<file path="config.mk">
export PLATFORM = sky130hd
export DESIGN_NAME = pkt_cell_reader
export DESIGN_NICKNAME = d
export VERILOG_FILES = /design/src/rtl/pkt_cell_reader.sv
export SDC_FILE = /design/constraint.sdc
export NUM_CORES = 1
export LEC_CHECK = 0
export BUFFER_PORTS_ARGS = -buffer_cell sky130_fd_sc_hd__buf_4
export CORE_AREA = 2 2 454 456
export DETAILED_ROUTE_END_ITERATION = 12
export DIE_AREA = 0 0 456 458
export PLACE_DENSITY_LB_ADDON = 0.2
export SYNTH_ARGS = -nofsm -noshare
export SYNTH_HDL_FRONTEND = slang
export SYNTH_SLANG_ARGS = --single-unit
</file>
<file path="constraint.sdc">
create_clock -name clk_dp -period 3.2 [get_ports clk_dp]
set_input_delay 0.48 -clock clk_dp [delete_from_list [all_inputs] [get_ports clk_dp]]
set_output_delay 0.48 -clock clk_dp [all_outputs]
set_load 0.03 [all_outputs]
</file>
<file path="src/rtl/pkt_cell_reader.sv">
// pkt_cell_reader: read-side initiator on the packet buffer read port.
// It walks a packet's cell linked list from its head cell, issuing one read
// per cell. Each 64B cell is streamed out as one beat with sof/eof framing.
// A chain that ends without eof, or that runs past MAX_CELLS, is terminated
// early with out_err set on the eof beat.
//
// Build option:
//   PKT_RD_FREE_EN - when defined, each emitted cell is returned to the free
//                    list via a one-cycle free_req pulse. When undefined
//                    (multicast/replication mode), free_req and free_id are
//                    tied to 0, because the owner frees the cells.
//
// Ports:
//   clk_dp, rst_dp_n           datapath clock, async active-low reset
//   cmd_valid/ready/head_id    start-frame command (ready only while idle)
//   rd_req_valid/ready/cell_id buffer read request, one outstanding at a time
//   rd_rsp_valid/data/next_cell_id/eof
//                              read response, one cycle after the request
//   out_valid/ready/data/sof/eof/err
//                              cell beat stream toward downstream
//   free_req/free_id           cell return pulse, one cycle after the beat handshake
//   pkt_cnt                    count of frames completed without error
module pkt_cell_reader #(
  parameter int unsigned CELL_ID_W = 20,
  parameter int unsigned DATA_W    = 512,
  parameter int unsigned MAX_CELLS = 160
) (
  input  logic                 clk_dp,
  input  logic                 rst_dp_n,
  input  logic                 cmd_valid,
  output logic                 cmd_ready,
  input  logic [CELL_ID_W-1:0] cmd_head_id,
  output logic                 rd_req_valid,
  input  logic                 rd_req_ready,
  output logic [CELL_ID_W-1:0] rd_req_cell_id,
  input  logic                 rd_rsp_valid,
  input  logic [DATA_W-1:0]    rd_rsp_data,
  input  logic [CELL_ID_W-1:0] rd_rsp_next_cell_id,
  input  logic                 rd_rsp_eof,
  output logic                 out_valid,
  input  logic                 out_ready,
  output logic [DATA_W-1:0]    out_data,
  output logic                 out_sof,
  output logic                 out_eof,
  output logic                 out_err,
  output logic                 free_req,
  output logic [CELL_ID_W-1:0] free_id,
  output logic [31:0]          pkt_cnt
);

  localparam int unsigned          CNT_W    = $clog2(MAX_CELLS + 1);
  localparam logic [CELL_ID_W-1:0] END_ID   = '1;
  localparam logic [CNT_W-1:0]     LAST_CNT = CNT_W'(MAX_CELLS - 1);

  typedef enum logic [1:0] {IDLE, ISSUE, WAIT_RSP, EMIT} state_t;

  state_t               state;
  logic [CELL_ID_W-1:0] cur_id;
  logic [CELL_ID_W-1:0] nxt_id;
  logic                 first;
  logic [CNT_W-1:0]     cell_cnt;
  logic                 abort_c;

  // cur_id stays put from ISSUE through EMIT, so it doubles as the request ID
  assign rd_req_cell_id = cur_id;

  // Abort when the chain ends without eof, or when this would be the last allowed cell
  assign abort_c = !rd_rsp_eof &&
                   ((rd_rsp_next_cell_id == END_ID) || (cell_cnt == LAST_CNT));

  // Chain-walk FSM; every output is registered here
  always_ff @(posedge clk_dp or negedge rst_dp_n) begin
    if (!rst_dp_n) begin
      state        <= IDLE;
      cur_id       <= '0;
      nxt_id       <= '0;
      first        <= 1'b0;
      cell_cnt     <= '0;
      cmd_ready    <= 1'b1;
      rd_req_valid <= 1'b0;
      out_valid    <= 1'b0;
      out_data     <= '0;
      out_sof      <= 1'b0;
      out_eof      <= 1'b0;
      out_err      <= 1'b0;
      pkt_cnt      <= '0;
    end else begin
      case (state)
        IDLE: begin
          if (cmd_valid) begin
            cur_id       <= cmd_head_id;
            first        <= 1'b1;
            cell_cnt     <= '0;
            cmd_ready    <= 1'b0;
            rd_req_valid <= 1'b1;
            state        <= ISSUE;
          end
        end
        ISSUE: begin
          if (rd_req_ready) begin
            rd_req_valid <= 1'b0;
            state        <= WAIT_RSP;
          end
        end
        WAIT_RSP: begin
          if (rd_rsp_valid) begin
            out_valid <= 1'b1;
            out_data  <= rd_rsp_data;
            nxt_id    <= rd_rsp_next_cell_id;
            out_sof   <= first;
            out_eof   <= rd_rsp_eof | abort_c;
            out_err   <= abort_c;
            state     <= EMIT;
          end
        end
        EMIT: begin
          if (out_ready) begin
            out_valid <= 1'b0;
            out_sof   <= 1'b0;
            out_eof   <= 1'b0;
            out_err   <= 1'b0;
            first     <= 1'b0;
            cell_cnt  <= cell_cnt + CNT_W'(1);
            if (out_eof) begin
              cmd_ready <= 1'b1;
              state     <= IDLE;
              if (!out_err) begin
                pkt_cnt <= pkt_cnt + 32'd1;
              end
            end else begin
              cur_id       <= nxt_id;
              rd_req_valid <= 1'b1;
              state        <= ISSUE;
            end
          end
        end
        default: state <= IDLE;
      endcase
    end
  end

`ifdef PKT_RD_FREE_EN
  // Return the emitted cell one cycle after its beat is accepted
  always_ff @(posedge clk_dp or negedge rst_dp_n) begin
    if (!rst_dp_n) begin
      free_req <= 1'b0;
      free_id  <= '0;
    end else begin
      free_req <= (state == EMIT) && out_ready;
      if ((state == EMIT) && out_ready) begin
        free_id <= cur_id;
      end
    end
  end
`else
  // Replication mode: the owner of the cells returns them
  assign free_req = 1'b0;
  assign free_id  = '0;
`endif

endmodule

</file>
* Word-level counts from Yosys, hierarchy flattened *
Index checks and enable logic that the tools add are counted.

operators by class
  add/sub/neg operators = 2
  equal/unequal tests = 11
  mux-type cells = 32
  bitwise gates (word level) = 2
  reduce and logical (&&, ||, !) cells = 15

operator list
  kind                                                                    number
  20-bit two-way mux                                                      3
  20-bit case mux with 2 select lines                                     1
  32-bit by 1-bit adder with 32-bit output (second input constant)        1
  20-bit equality test (second input constant)                            1
  8-bit two-way mux                                                       2
  8-bit case mux with 2 select lines                                      1
  4-bit AND reduction                                                     4
  1-bit two-way mux                                                       13
  2-bit inequality test (second input constant)                           6
  1-bit case mux with 2 select lines                                      6
  8-bit by 1-bit adder with 8-bit output (second input constant)          1
  8-bit equality test (second input constant)                             1
  2-bit two-way mux                                                       4
  2-bit case mux with 4 select lines                                      1
  3-bit AND reduction                                                     2
  5-bit AND reduction                                                     1
  2-bit equality test (second input constant)                             2
  2-bit nonzero test                                                      2
  1-bit case mux with 3 select lines                                      1
  3-bit nonzero test                                                      1
  2-bit by 1-bit equality test with 1-bit output (second input constant)  1
  2-bit logical NOT                                                       1
  2-bit AND reduction                                                     1
  1-bit logical AND                                                       1
  other kinds (4)                                                         4

word-level totals
  flip-flop bits (word level) = 601
  logic and storage cells = 75

* Longest topological paths before layout *
  depth after elaboration = 6
  mapped depth = 8

* Worst setup path after synthesis *
No wires, ideal clock.

  path kind = register to register
  from = register state[0]
  to = register out_data[394]
  setup time = 0.125 ns
  data arrival time = 1.946 ns
  path slack = 1.129 ns
  stages on the path, launching flop included = 8
  path buffers = 3
  cell sequence = dfrtp_1 > inv_1 > ha_1 > nand2_1 > clkbuf_1 > clkbuf_1 > buf_2 > mux2_2

between the ends
  cells in the longest elaborated chain, start to end = 2

RTL lines
  element                        RTL line  RTL
  start: declaration             57        state_t state;
  start signal: assignment       74        state <= IDLE;
  start signal: assignment       96        state <= ISSUE;
  start signal: assignment       102       state <= WAIT_RSP;
  2-bit equality test            88        case (state)
  2-bit AND reduction (no line)  n/a
  end signal: assignment         108       out_data <= rd_rsp_data;
  end: declaration               42        output logic [DATA_W-1:0] out_data,

No other way between the ends.
A chain may end at the register's enable or synchronous reset.

* Worst setup path after layout *
  from = register state[0]
  to = register cur_id[0] (netlist: rd_req_cell_id[0])

between the ends
  cells in the longest elaborated chain, start to end = 3
  elaborated cells between the ends (all ways) = 8
  those cells by class = eq/ne (4); mux (1); reduce/logical (3)

RTL lines
  element                                                                RTL line  RTL
  2-bit equality test or 2-bit logical NOT (tied branches)               88
  2-bit inequality test (no line) or 2-bit nonzero test (tied branches)  n/a
  4-bit AND reduction (no line)                                          n/a
  end signal: assignment                                                 91        cur_id <= cmd_head_id;
  end signal: assignment                                                 131       cur_id <= nxt_id;
  end: declaration                                                       58        logic [CELL_ID_W-1:0] cur_id;

Several ways; a longest one is shown, not always the timed one.

==> key figures <==
Power
  – Flop pwr share: 30.2%
  – Psw: 19.0 mW
  – Switching share of power: a little over two fifths
  – Total Power: 45.0 mW
  – Int Pwr: 26.0 mW
  – Worst vdd ir: 0.500 mV
  – Combinational share of power: 48.7%
  – Pwr dens: about 1000 nW/µm²
  – Clock power share: around a fifth
  – Leakage power: ~20 nW

Routing
  – Via count: ~19000
  – DRC Markers: 0
  – DRT Pass-1 Iters: 4
  – Via density: 3.21
  – WL/cell: 19.5 µm
  – Antenna Nets Post-Route: 0
  – Final WL: 116000 µm
  – Initial DRC count: around 810

Place
  – Hpwl dp: 90700 µm
  – Worst slack, placed: 0.803 ns
  – Global placement routability congestion: 0.815
  – Dpl cells: 5254
  – I/O Buffers: ~1100
  – Placement Cell Area: 35100 µm²

Setup path
  – CP peak stage delay: 0.79 ns
  – Bufs and invs on worst path: 1
  – Crit path kind: reg2reg
  – Critical-path cell list: inv_1, ha_1, mux2i_1, a21oi_4, nor2_1, a21oi_1
  – Worst R2R Setup Slack: 0.78 ns
  – Worst Setup End Kind: flop
  – R2R Path End: rd_req_cell_id[0]
  – Worst path slowest cell: mux2i_1
  – CP Data Arrival Time: a little under 3 ns
  – Worst reg-to-reg path cell count: 6
  – Critical path startpoint category: flop
  – CP required: 3.70 ns
  – Worst r2r src: state[0]
  – Delay-heaviest family, CP: multiplexers
  – Crit-path max FO: 40

Final layout
  – Fraction of layout cells with a size suffix above 1: a little under three fifths
  – Fin nets: 3750
  – Final design utilization: 21.2%
  – P&R area growth vs syn: 86.6%
  – Final Instance Area: 43200 µm²
  – Fillers: 22000
  – Final std cells w/o fill: 5936

Yosys
  – Register area share after synthesis: 64.9%
  – Synthesized flop and latch total: 601
  – Post-Syn Area: roughly 23000 µm²
  – Warnings from Yosys: 0
  – Post-synth EDFFs: 0
  – Async SR Flop Fraction: between 90% and 100%
  – Cell variety after synth: between 40 and 50
  – Syn_area_per_cell: ~16 µm²
  – Predominant post-synthesis flop cell: dfrtp_1
  – Post-synthesis cell count: 1469

Clock network
  – CTS tree: yes
  – CTS buffer count: roughly 80
  – H-Tree Depth: 3
  – CTS Buffer Depth: 3
  – Cts repair resizes: 0
  – CTS clk-pin slew, worst paths: about 0.060 ns
  – Root buffer cell: clkbuf_16
  – TritonCTS Sinks: approximately 600
  – Worst-Skew Late Latency: between 0.6 and 0.7 ns

Global route
  – First-pass GRT wire length: approximately 160000 µm
  – Number of global-route vias before repair: about 21000
  – Global route overflow: 0
  – GRT Resource Usage Total: 10.7%
  – Pin count of the biggest net entering global routing: 143
  – Initial antenna violation count: 23

Hold path
  – Hold Path Origin: cmd_head_id[11]
  – Hold crit path type: in2reg
  – Hold Path End: rd_req_cell_id[11]
  – Hold-critical path depth: 3

Floorplanning
  – Die Y: 458 µm
  – Core region area: 204000 µm²
  – Io pins: approximately 1200
  – Die area: between 200000 and 250000 µm²
  – Row Count: roughly 170
  – Width of the die: 456 µm
  – Initial core utilization: 11.4%

STA
  – Max Slew Vio Count: 0
  – WHS: ~0.1 ns
  – Max transition margin: 29.3%
  – Slew @ Worst Pin: 1.06 ns
  – Setup ws final: 0.784 ns
  – Post-layout min period: about 2.4 ns
  – Unrepaired setup endpoints after global routing: no
  – Setup Viol. Count Final: 0
  – Final hold violation count: 0
  – Max frequency: 0.414 GHz
  – Fin Clk Skew: 0.0181 ns
  – Setup TNS: 0 ns
  – Tcrit/Tclk final: 75.5%

Job
  – Maxcap violations: 0

Run status
  – Status: completed
==> synthesized netlist by cell type (all sizes together), types with 2 or more instances <==
master | number | share of area [%]
nand2b | 5 | 0.14
nor4 | 11 | 0.48
nand3b | 2 | 0.065
xor2 | 12 | 0.45
a22o | 9 | 0.34
o21ai | 5 | 0.11
or4 | 3 | 0.11
nand3 | 15 | 0.35
nand2 | 21 | 0.34
mux2 | 536 | 26
a21oi | 22 | 0.48
a21o | 3 | 0.097
clkbuf | 50 | 0.81
and3 | 5 | 0.14
dfrtp | 600 | 65
nand4 | 13 | 0.38
nor2 | 28 | 0.45
inv | 9 | 0.15
mux2i | 21 | 0.91
nor2b | 2 | 0.054
and4 | 3 | 0.11
nor3 | 7 | 0.15
or3 | 2 | 0.054
nand4b | 2 | 0.10
xnor2 | 19 | 0.72
o31ai | 3 | 0.097
buf | 42 | 1.2
ha | 8 | 0.43
==> area by class of cell <==
cell class,count,area [µm²],area share (%)
tap,2688,3360,7.78
inverter,9,33.8,0.0782
clock inverter,24,299,0.692
multi-input combinational,787,7730,17.9
clock buffer,118,2440,5.65
antenna,7,17.5,0.0405
sequential,601,15000,34.8
timing repair buffer,1702,14300,33.1
==> power groups by stage <==
stage	combinational (mW)	sequential, mW	clock (mW)
floorplan	5.27	20.1	0
global placement	21.8	13.6	0
detailed placement	21.8	13.6	0
CTS	22.4	13.6	9.98
global route	22.9	14.1	10.3
finish	21.9	13.6	9.54
==> cells by family (layout without fill, tap and decap cells) <==
family,count (synthesis),after routing,synth area share [%]
xor gates and xnor gates,31,31,1.17
other,1,28,0.0162
AOI/OAI and AO/OA,49,49,1.36
DFF,601,601,64.9
and+or+nand+nor,121,121,3.01
muxes,557,557,27.0
buffers and inverters,101,1853,2.12
adders and majority gates,8,8,0.432
==> flip-flops by register name, indices dropped and copies added, names as in the netlist <==
name and cells:
out_data 512, pkt_cnt 32, nxt_id 20, rd_req_cell_id 20, cell_cnt 8, state 2, cmd_ready 1, first 1
out_eof 1, out_err 1, out_sof 1, out_valid 1, rd_req_valid 1
==> routing by layer <==
layer / vias to the layer above / part of all wire [%] / global-route usage, %
met5: - / 0.054 / 0
met4: 10 / 2.1 / 3.15
met3: 138 / 7.0 / 3.14
met2: 659 / 50 / 18.3
met1: 9666 / 41 / 13.0
li1: 8603 / - / -
==> worst reg2reg max path, stage by stage (launching register included) <==
cell	delay, ns
dfrtp_1	0.43
inv_1	0.15
ha_1	0.23
mux2i_1	0.79
a21oi_4	0.36
nor2_1	0.21
a21oi_1	0.05
==> cells in the final DEF, fill, tap and decap left out, types with 14 or more instances in the layout <==
master,count
a21oi_1,21
conb_1,21
buf_12,14
nor2_1,28
clkbuf_8,19
xnor2_1,19
nand3_1,14
dfrtp_1,600
mux2i_1,21
clkbuf_16,85
buf_4,1154
clkbuf_1,14
dlygate4sd3_1,533
nand2_1,20
mux2_2,536
==> how the worst max path moves through the flow <==
stage / startpoint / endpoint / slack, ns / depth (start not counted)
after floorplan: state[0] / out_data[394] / 1.13 / 7
after global placement: state[0] / rd_req_cell_id[14] / 0.79 / 6
after detailed placement: state[0] / rd_req_cell_id[4] / 0.80 / 6
after CTS: state[0] / rd_req_cell_id[0] / 0.75 / 6
after global routing: state[0] / rd_req_cell_id[2] / 0.50 / 6
final: state[0] / rd_req_cell_id[0] / 0.78 / 6
==> what timing repair did <==
action                    in CTS  in global routing
setup buffers                  0                  0
hold buffers                 533                  0
hold endpoints to repair     563                  0
(Power assumes the default switching activity.)
